[src/rtl/mix_slot_sched_pkg.sv]
// mix_sched_pkg: shared state encoding, overrun counter width and lowest-set-bit helper
package mix_sched_pkg;

    typedef enum logic [1:0] {
        IDLE,
        ISSUE,
        DONE
    } sched_state_t;

    localparam int OVRCNT_W = 8;

    // Masks up to 16 channels; callers zero-extend and truncate the index.
    function automatic logic [3:0] lowest_set(input logic [15:0] m);
        lowest_set = '0;
        for (int i = 15; i >= 0; i--)
            if (m[i]) lowest_set = 4'(i);
    endfunction

endpackage

[src/rtl/mix_slot_sched_tick_gen.sv]
// tick_gen: programmable clock-enable divider, one tick every lim+1 cycles while run is high
module tick_gen #(
    parameter int BITLEN = 8
) (
    input  logic              clk,
    input  logic              rst,
    input  logic [BITLEN-1:0] lim,
    input  logic              run,
    output logic              tick
);

    logic [BITLEN-1:0] ctr;

    // >= so that lowering lim below the running count wraps at once
    assign tick = run && (ctr >= lim);

    always_ff @(posedge clk) begin
        if (rst || !run || tick)
            ctr <= '0;
        else
            ctr <= ctr + BITLEN'(1);
    end

endmodule

[src/rtl/mix_slot_sched.sv]
// mix_slot_sched: per-sample-period walk of enabled channels into valid/ready mixer slots.
// Optional MIX_SCHED_OVRCNT_EN adds a saturating overrun counter output ovr_count.
module mix_slot_sched
    import mix_sched_pkg::*;
#(
    parameter int BITLEN = 8,
    parameter int NCH    = 4,
    parameter int CHW    = $clog2(NCH)
) (
    input  logic              clk,
    input  logic              rst,
    input  logic [BITLEN-1:0] lim,
    input  logic              run,
    input  logic [NCH-1:0]    ch_mask,
    output logic              tick,
    output logic              slot_valid,
    output logic [CHW-1:0]    slot_ch,
    output logic              slot_first,
    input  logic              slot_ready,
    output logic              frame_done,
    output logic              busy,
    output logic              overrun
`ifdef MIX_SCHED_OVRCNT_EN
    ,
    output logic [OVRCNT_W-1:0] ovr_count
`endif
);

    sched_state_t   state, state_n;
    logic [NCH-1:0] pend, pend_n, rem;
    logic [CHW-1:0] ch_n;
    logic           first_n;

    tick_gen #(.BITLEN(BITLEN)) u_tick (
        .clk  (clk),
        .rst  (rst),
        .lim  (lim),
        .run  (run),
        .tick (tick)
    );

    assign slot_valid = state == ISSUE;
    assign frame_done = state == DONE;
    assign busy       = state != IDLE;
    assign overrun    = tick && busy;

    always_ff @(posedge clk) begin
        if (rst) begin
            state      <= IDLE;
            pend       <= '0;
            slot_ch    <= '0;
            slot_first <= 1'b0;
        end else begin
            state      <= state_n;
            pend       <= pend_n;
            slot_ch    <= ch_n;
            slot_first <= first_n;
        end
    end

    always_comb begin
        state_n = state;
        pend_n  = pend;
        ch_n    = slot_ch;
        first_n = slot_first;
        rem     = pend & ~(NCH'(1) << slot_ch);
        unique case (state)
            IDLE: if (tick) begin
                pend_n  = ch_mask;
                state_n = |ch_mask ? ISSUE : DONE;
                ch_n    = |ch_mask ? CHW'(lowest_set(16'(ch_mask))) : slot_ch;
                first_n = |ch_mask;
            end
            ISSUE: if (slot_ready) begin
                pend_n  = rem;
                first_n = 1'b0;
                state_n = |rem ? ISSUE : DONE;
                ch_n    = |rem ? CHW'(lowest_set(16'(rem))) : slot_ch;
            end
            DONE: state_n = IDLE;
            default: state_n = IDLE;
        endcase
    end

`ifdef MIX_SCHED_OVRCNT_EN
    always_ff @(posedge clk) begin
        if (rst)
            ovr_count <= '0;
        else if (overrun && ovr_count != '1)
            ovr_count <= ovr_count + OVRCNT_W'(1);
    end
`endif

endmodule
[config.mk]
export PLATFORM = sky130hd
export DESIGN_NAME = mix_slot_sched
export DESIGN_NICKNAME = d
export VERILOG_FILES = /design/src/rtl/mix_slot_sched_pkg.sv /design/src/rtl/mix_slot_sched_tick_gen.sv /design/src/rtl/mix_slot_sched.sv
export SDC_FILE = /design/constraint.sdc
export NUM_CORES = 1
export LEC_CHECK = 0
export ABC_AREA = 1
export CORE_MARGIN = 10
export CORE_UTILIZATION = 50
export DETAILED_ROUTE_END_ITERATION = 8
export HOLD_SLACK_MARGIN = 0.02
export PLACE_DENSITY = 0.8
export SLEW_MARGIN = 20
export SYNTH_ARGS = -nofsm -noshare
export SYNTH_HDL_FRONTEND = slang
export SYNTH_SLANG_ARGS = --single-unit
[constraint.sdc]
create_clock -name clk -period 2.2 [get_ports clk]
set_input_delay 0.22 -clock clk [delete_from_list [all_inputs] [get_ports clk]]
set_output_delay 0.22 -clock clk [all_outputs]
set_load 0.02 [all_outputs]
=== Word-level counts from Yosys, hierarchy flattened ===
Cells that the tools add are included.

* Bits in registers: 17
* Bits of input ports: 16

* Equal/unequal tests: 6
* Add/subtract/negate cells: 1
* Multiplexer cells: 24
* Shift-type cells: 1
* Bitwise logic cells: 2
* Magnitude comparators: 1
* Reduce and logical (&&, ||, !) cells: 13

{| class="wikitable"
|+ Operators with widths
! cell !! number
|-
| 2-bit two-way mux || 16
|-
| 8-bit by 1-bit adder with 8-bit output, second input constant || 1
|-
| 8-bit >= comparator || 1
|-
| 4-bit two-way mux || 2
|-
| 2-bit case mux with 2 select lines || 2
|-
| 4-bit case mux with 2 select lines || 1
|-
| 4-bit OR reduction || 2
|-
| 5-bit AND reduction || 1
|-
| 4-bit AND || 1
|-
| 2-bit by 1-bit != test with 1-bit output, second input constant || 2
|-
| 2-bit != test, second input constant || 2
|-
| 4-bit inverter || 1
|-
| 2-bit nonzero test || 2
|-
| 1-bit by 2-bit << shifter with 4-bit output, first input constant || 1
|-
| 3-bit AND reduction || 1
|-
| 2-bit by 1-bit equality test with 1-bit output, second input constant || 1
|-
| 2-bit equality test, second input constant || 1
|-
| 1-bit logical AND || 2
|-
| 2-bit logical NOT || 1
|-
| 1-bit logical OR || 2
|-
| 1-bit two-way mux || 2
|-
| 1-bit case mux with 2 select lines || 1
|-
| 2-bit AND reduction || 1
|-
| 1-bit logical NOT || 1
|}

=== Logic depth before layout (Yosys ltp) ===
Gate-level depths: netlist (run 1).

* Word-level depth: 10
* Gate-level depth with buffers: 15

=== Cells and area by module ===
A second synthesis (run 1) with hierarchy kept.

* Cell total of the unflattened synthesis: 159
* Area, all modules: 1,093.5 sq um

{| class="wikitable"
|+ By module, submodules not included
! module !! area an instance (sq um) !! cells an instance !! instances
|-
| tick_gen || 566.8 || 76 || 1
|-
| mix_slot_sched || 526.8 || 83 || 1
|}

=== Worst setup path before layout (run 1) ===
Ideal clock, no wire load.

* Path type: flip-flop to output port
* Start point: register u_tick.ctr[7]
* End point: output overrun
* Path buffers: 0
* Data required time: 1.980 ns
* Data arrival time: 1.315 ns
* Stages on the path, launching flop included: 8
* Path slack: 0.665 ns
* Cells stage by stage: dfxtp_1 -> ha_1 -> nand2_2 -> nor2_4 -> nand4_1 -> nand3_1 -> nand2_2 -> nor2_1

* Word-level cells in the longest chain between the ends: 3

{| class="wikitable"
|+ Ends and longest elaborated chain
! item !! line !! source
|-
| start: declaration || mix_slot_sched_tick_gen.sv:12 || <nowiki>logic [BITLEN-1:0] ctr;</nowiki>
|-
| start signal: assignment || mix_slot_sched_tick_gen.sv:21 || <nowiki>ctr <= ctr + BITLEN'(1);</nowiki>
|-
| 8-bit >= comparator || mix_slot_sched_tick_gen.sv:15 || <nowiki>assign tick = run && (ctr >= lim);</nowiki>
|-
| 1-bit logical AND || mix_slot_sched_tick_gen.sv:15 ||
|-
| 1-bit logical AND || mix_slot_sched.sv:45 || <nowiki>assign overrun = tick && busy;</nowiki>
|-
| end: declaration || mix_slot_sched.sv:22 || <nowiki>output logic overrun</nowiki>
|}

No other way between the ends.

=== Final worst setup path (run 1) ===
* Start point: input lim[3]
* End point: output tick

* Word-level cells in the longest chain between the ends: 2

{| class="wikitable"
|+ Ends and longest elaborated chain
! item !! line !! source
|-
| start: declaration || mix_slot_sched.sv:12 || <nowiki>input logic [BITLEN-1:0] lim,</nowiki>
|-
| 8-bit >= comparator || mix_slot_sched_tick_gen.sv:15 ||
|-
| 1-bit logical AND || mix_slot_sched_tick_gen.sv:15 ||
|-
| end: declaration || mix_slot_sched.sv:15 || <nowiki>output logic tick,</nowiki>
|}

No other way between the ends.

==> key figures, run 1 <==
Status
  – Status: finished, final reports clean

Placed design
  – Pre-CTS setup slack: -225 ps
  – Final RePlAce weighted congestion: between 0.9 and 1
  – Port Buf Inserts: 23
  – DP HPWL: just over 2000 um
  – Placed Cells: 217

Logic synthesis
  – YS warnings: 0
  – Syn nets: between 150 and 200
  – FF+latch count, synth: 17
  – Async SR Flop Fraction: 0%
  – Post-synth EDFFs: 0
  – Ys flop type: dfxtp_1
  – Syn_area_per_cell: between 6 and 7 um^2
  – Seq/Total Area, Yosys: 30.5%
  – Syn Inst Count: 163
  – Cell Area, Synth: roughly 0.0011 mm^2
  – Post-synthesis cell type count: 29

Timing
  – RSZ-0062 raised after global routing: false
  – Skew final: just under 7 ps
  – Worst slew pin tran: between 300 and 400 ps
  – Post-route setup slack: roughly 130 ps
  – Max-slew violations: 0
  – Final hold violation count: 0
  – Hold WS: 480 ps
  – Tcrit/Tclk final: between 90 and 100%
  – Slew Limit Headroom: 74.6%
  – Max frequency: between 400 and 500 MHz
  – Final Setup Violations: 0
  – Total negative setup slack: 0 ps
  – Final min period: just over 2000 ps

Global route
  – Largest net degree at the start of global routing: 12
  – First-pass GRT wire length: 4400 um
  – Initial antenna violation count: 0
  – Total GRT Usage: roughly an eighth
  – Total congestion overflow: 0
  – Vias in the first global route: 1053

Floorplan
  – Die Wd: a little under 70 um
  – Vert. Die Dim: slightly below 70 um
  – Initial Util: between 50% and 60%
  – Die area: 0.00453 mm^2
  – CORE AREA: approximately 0.0022 mm^2
  – Core Rows: 17
  – I/O pin count: 24

Final layout
  – Layout cell share with drive strength beyond 1: 15.0%
  – Non-Filler Instances: approximately 220
  – Ant diodes: 0
  – Layout Nets: 219
  – Fill cells: about 200
  – Area Overhead vs Synth: 28.0%
  – Flip-flop and latch area: around 340 um^2
  – Multi-input gate area: 672 um^2

Clock network
  – H-Tree Depth: 1
  – TritonCTS Sinks: 17
  – Num CTS Buffers: 3
  – CTS Buffer Depth: 2
  – CTS tree: built
  – Clock transition at path regs: 110 ps
  – Post-CTS Hold Buffers: 0
  – Worst skew pair latency: ~300 ps
  – Clock root buffer: clkbuf_4

Setup path
  – Worst Path Arrival: about 1900 ps
  – Max incr delay on CP: between 400 and 500 ps
  – Critical path buffer and inverter count: 4
  – Crit end category: output pin
  – WP data required: between 1500 and 2000 ps
  – Critical path, cell by cell: clkdlybuf4s50_1, inv_1, ha_1, a21oi_1, nand2_1, nand2_1, nand3_1, nand2_2, inv_1, clkdlybuf4s15_1
  – Slowest library cell on the worst path: clkdlybuf4s50_1
  – Largest delay contributor family on the critical path: buffers and inverters
  – Setup crit start kind: input port
  – CP Class: in -> out
  – Crit path max fanout: 4

Run
  – Max Cap Viol: 0

Drt
  – DR pass1 iterations: 4
  – Total wire length: between 2000 and 2500 um
  – DR WL/cell: approximately 11 um
  – Total number of vias: 1111
  – Via/cell ratio: approximately 5
  – Initial DRC count: 28
  – Post-route ant nets: 0
  – # DRC: 0

Power
  – Power Total: around 0.0006 W
  – Pleak: roughly 0.7 nW
  – Max rail drop VDD: 0.000357 V
  – PwrDens: 414 mW/mm^2

Hold path
  – Hold Crit Class: reg -> reg
-- cell usage after synthesis (2+ instances only) --
master / number / area (um^2)
nand2_1: 34 / 128
nor2_1: 26 / 97.6
inv_1: 21 / 78.8
dfxtp_1: 17 / 340
a21oi_1: 9 / 45.0
ha_1: 9 / 113
nand3_1: 7 / 35.0
inv_2: 6 / 22.5
nand2_2: 5 / 31.3
nand2_4: 3 / 33.8
nor3_1: 3 / 15.0
o21ai_0: 3 / 15.0
xor2_1: 3 / 26.3
nor2_4: 2 / 22.5
-- path summary, 6_finish.rpt --
| check | cells past startpoint | slack [ps] | to | startpoint |
|---|---|---|---|---|
| setup / recovery | 10 | 130 | tick | lim[3] |
| hold reg to reg | 1 | 480 | u_tick.ctr[0] | u_tick.ctr[0] |
| setup reg to reg | 11 | 420 | slot_ch[0] | u_tick.ctr[7] |
| hold / removal | 1 | 480 | u_tick.ctr[0] | u_tick.ctr[0] |
-- layer usage --
| metal | wire (um) | GRT usage (%) | vias up |
|---|---|---|---|
| met5 | 0 | 0 | - |
| met4 | 38 | 3.08 | 0 |
| met3 | 162 | 3.14 | 11 |
| met2 | 1290 | 21.8 | 34 |
| met1 | 998 | 13.4 | 493 |
| li1 | - | - | 573 |
-- area by class of cell --
type,count,share of cell area (%)
clock buffer,3,1.57
clock inverter,1,0.525
inverter,28,7.35
multi-input combinational,118,47.0
sequential,17,23.8
tap,28,2.45
timing repair buffer,26,17.3
-- cells by family after synthesis --
logic type | count (synthesis) | synth area share [%]
and+or+nand+nor | 86 | 36.2
buffers and inverters | 28 | 9.41
AOI/OAI and AO/OA | 19 | 10.8
DFF | 17 | 30.5
adders and majority gates | 9 | 10.1
xor gates and xnor gates | 4 | 3.14
-- timing repair --
item	in CTS	in global routing
endpoints found under the setup margin	2	2
setup buffers	0	0
resized for setup	2	3
endpoints found under the hold margin	0	0
-- power by group --
group	total [W]	internal, W	switching [W]
Sequential	0.000318	0.000313	0.00000486
Clock	0.000176	0.0000692	0.000107
Combinational	0.0000986	0.0000501	0.0000485
Total	0.000593	0.000432	0.000160
-- metrics by stage --
step | util, % | cell area, um^2
floorplan | - | 1120
global placement | 64.8 | 1410
detailed placement | 64.8 | 1410
CTS | 66.0 | 1430
global route | 65.9 | 1430
finish | 65.9 | 1430
-- placed cells by master, fill, tap and decap left out, types with 2 or more instances in the layout --
| cell type | instances |
|---|---|
| nor2_1 | 26 |
| a21oi_1 | 9 |
| clkdlybuf4s50_1 | 21 |
| nand3_1 | 7 |
| nand2_4 | 3 |
| clkbuf_4 | 3 |
| buf_4 | 3 |
| inv_2 | 6 |
| ha_1 | 9 |
| nand2_1 | 34 |
| nand2_2 | 5 |
| o21ai_0 | 3 |
| dfxtp_1 | 17 |
| xor2_1 | 3 |
| nor2_4 | 2 |
| inv_1 | 21 |
| nor3_1 | 3 |
-- registers in the layout, summed over array words and instances (netlist names) --
name        count
state           2
slot_first      1
u_tick.ctr      8
pend            4
slot_ch         2
-- worst reg2reg max path: stages (launching register included) --
cell and delay [ps]:
dfxtp_1 340, ha_1 310, nand2_2 80, nor2_4 120, nand4_1 90, nand3_1 120, nand2_2 80, buf_4 150
nand2_4 110, nand2_2 90, nor2_1 140, nor2_2 60
(Power assumes the default switching activity.)
==> run 2, diff against run 1 <==
--- a/config.mk
+++ b/config.mk
@@ -9,8 +9,9 @@
 export CORE_MARGIN = 10
 export CORE_UTILIZATION = 50
 export DETAILED_ROUTE_END_ITERATION = 8
+export DONT_BUFFER_PORTS = 1
 export HOLD_SLACK_MARGIN = 0.02
-export PLACE_DENSITY = 0.8
+export PLACE_DENSITY = 0.66
 export SLEW_MARGIN = 20
 export SYNTH_ARGS = -nofsm -noshare
 export SYNTH_HDL_FRONTEND = slang
==> key figures, run 2 (synthesized netlist as in run 1, its figures left out) <==
Status
  – Status: finished, final reports clean

Clock network
  – Clock root buffer: clkbuf_4
  – TritonCTS Sinks: 17
  – Worst skew pair latency: 290 ps
  – Num CTS Buffers: 3
  – CTS Buffer Depth: 2
  – Clock transition at path regs: 90 ps
  – CTS tree: built
  – Resized cells post-CTS: 0
  – H-Tree Depth: 1

Final layout
  – Non-Filler Instances: 196
  – Fill cells: 230
  – Biggest register: u_tick.ctr
  – Flip-flop and latch area: ~340 um^2
  – Multi-input gate area: between 600 and 700 um^2
  – Area Overhead vs Synth: 6.38%
  – Layout cell share with drive strength beyond 1: about 14%
  – Layout Nets: slightly below 200
  – Most frequent cells in the layout: 34 x nand2_1, 26 x nor2_1, 21 x inv_1
  – Final instance area: about 0.0012 mm^2
  – Top Registers: u_tick.ctr x8, pend x4
  – Leading cell type in the layout, fill and taps excluded: nand2_1
  – Ant diodes: 0
  – Max reg flops: 8

Floorplan
  – I/O pin count: 24
  – Core Rows: 17
  – Die Wd: approximately 67 um
  – Vert. Die Dim: approximately 67 um
  – CORE AREA: between 0.002 and 0.0025 mm^2
  – Die area: around 0.0045 mm^2
  – Initial Util: roughly half

Power
  – Clock group share of total power: 30.3%
  – Max rail drop VDD: ~0.00044 V
  – PwrDens: between 400 and 500 mW/mm^2
  – P_int: just over 0.0004 W
  – Pleak: between 0.6 and 0.7 nW
  – Net switching power: ~0.00014 W
  – Combinational cell fraction of total power: 11.1%
  – Reg power frac: 58.6%
  – Sw Share: 25.4%
  – Power Total: roughly 0.00055 W

Placed design
  – Placement-stage cell area: between 0.001 and 0.0015 mm^2
  – Placed Cells: roughly 190
  – Pre-CTS setup slack: between 500 and 600 ps
  – DP HPWL: 1800 um
  – Final RePlAce weighted congestion: slightly below 0.8
  – Port Buf Inserts: 0

Timing
  – Final Setup Violations: 0
  – Tcrit/Tclk final: a little under 90%
  – Slew Limit Headroom: between 70 and 80%
  – Max frequency: a little over 500 MHz
  – Final hold violation count: 0
  – Skew final: 2.89 ps
  – Final min period: ~2000 ps
  – Total negative setup slack: 0 ps
  – Worst slew pin tran: around 400 ps
  – Post-route setup slack: 238 ps
  – Max-slew violations: 0
  – RSZ-0062 raised after global routing: false

Global route
  – Total GRT Usage: between 10% and 20%
  – First-pass GRT wire length: 3730 um
  – Largest net degree at the start of global routing: 10
  – Initial antenna violation count: 0
  – Total congestion overflow: 0
  – Vias in the first global route: about 910

Drt
  – Via/cell ratio: about 4.8
  – DR WL/cell: roughly 11 um
  – # DRC: 0
  – DR pass1 iterations: 4
  – Initial DRC count: 28
  – Total number of vias: 950
  – Post-route ant nets: 0
  – Total wire length: around 2200 um

Setup path
  – CP Class: reg -> out
  – Critical path, cell by cell: ha_1, nand2_2, nor2_4, nand4_1, nand3_1, nand2_2, nor2_1
  – Worst Path Arrival: 1740 ps
  – Max incr delay on CP: 340 ps
  – WP data required: 1980 ps
  – Slowest library cell on the worst path: dfxtp_1
  – Crit path max fanout: 4
  – Crit end category: output pin
  – Cell mode on critical path: nand2_2
  – Setup crit start kind: flip-flop

Hold path
  – Hold Crit Class: in -> reg

Run
  – Max Cap Viol: 0
-- run 2: cell count changes in the layout (fill, tap and decap cells not counted), sizes merged --
cell | before | now
clkdlybuf4s50 | 21 | 0
dlygate4sd3 | 0 | 1
clkdlybuf4s15 | 1 | 0
buf | 3 | 0
clkinvlp | 1 | 0
-- run 2: worst paths after layout --
kind                  from             to  slack (ps)  depth (start not counted)
min                    run  u_tick.ctr[1]         150                          2
max reg2reg  u_tick.ctr[5]        pend[3]         560                         11
min reg2reg  u_tick.ctr[0]  u_tick.ctr[0]         470                          1
max          u_tick.ctr[7]        overrun         240                          7
-- run 2: through the flow --
step,util (%),hold slack (ps)
global route,54.8,162
floorplan,-,289
finish,54.8,148
detailed placement,53.1,294
global placement,53.1,295
CTS,54.8,136
-- run 2: layout make-up --
cell class / instances / area share, %
Multi-Input combinational cell: 118 / 56.5
Sequential cell: 17 / 28.6
Inverter: 28 / 8.84
Tap cell: 28 / 2.95
Clock buffer: 4 / 2.21
Timing Repair Buffer: 1 / 0.842
-- run 2: what timing repair did --
action                                 in CTS  in global routing
hold buffers                                1                  0
endpoints found under the hold margin       2                  0
setup buffers                               0                  0
-- run 2: critical path: cells and delay by family, from the launching register on --
family,cells,cell delay [ps]
DFF,1,340
adders and majority gates,1,310
and+or+nand+nor,6,790
-- run 2: power by group through the flow --
stage / Sequential, W / Combinational [W] / Clock (W)
2_1_floorplan: 0.000325 / 0.0000500 / 0
3_3_place_gp: 0.000326 / 0.0000577 / 0
3_5_place_dp: 0.000326 / 0.0000594 / 0
4_1_cts: 0.000319 / 0.0000615 / 0.000175
5_1_grt: 0.000320 / 0.0000701 / 0.000188
6_report: 0.000319 / 0.0000607 / 0.000165
-- run 2: layer usage --
layer  part of all wire (%)  wire (um)  global-route usage (%)  vias up
met4                    1.9         40                    4.62        0
met2                     46        988                    16.4       12
met3                    6.1        132                    5.45        5
met1                     46        996                    11.7      410
met5                      0          0                       0        -
li1                       -          -                       -      523
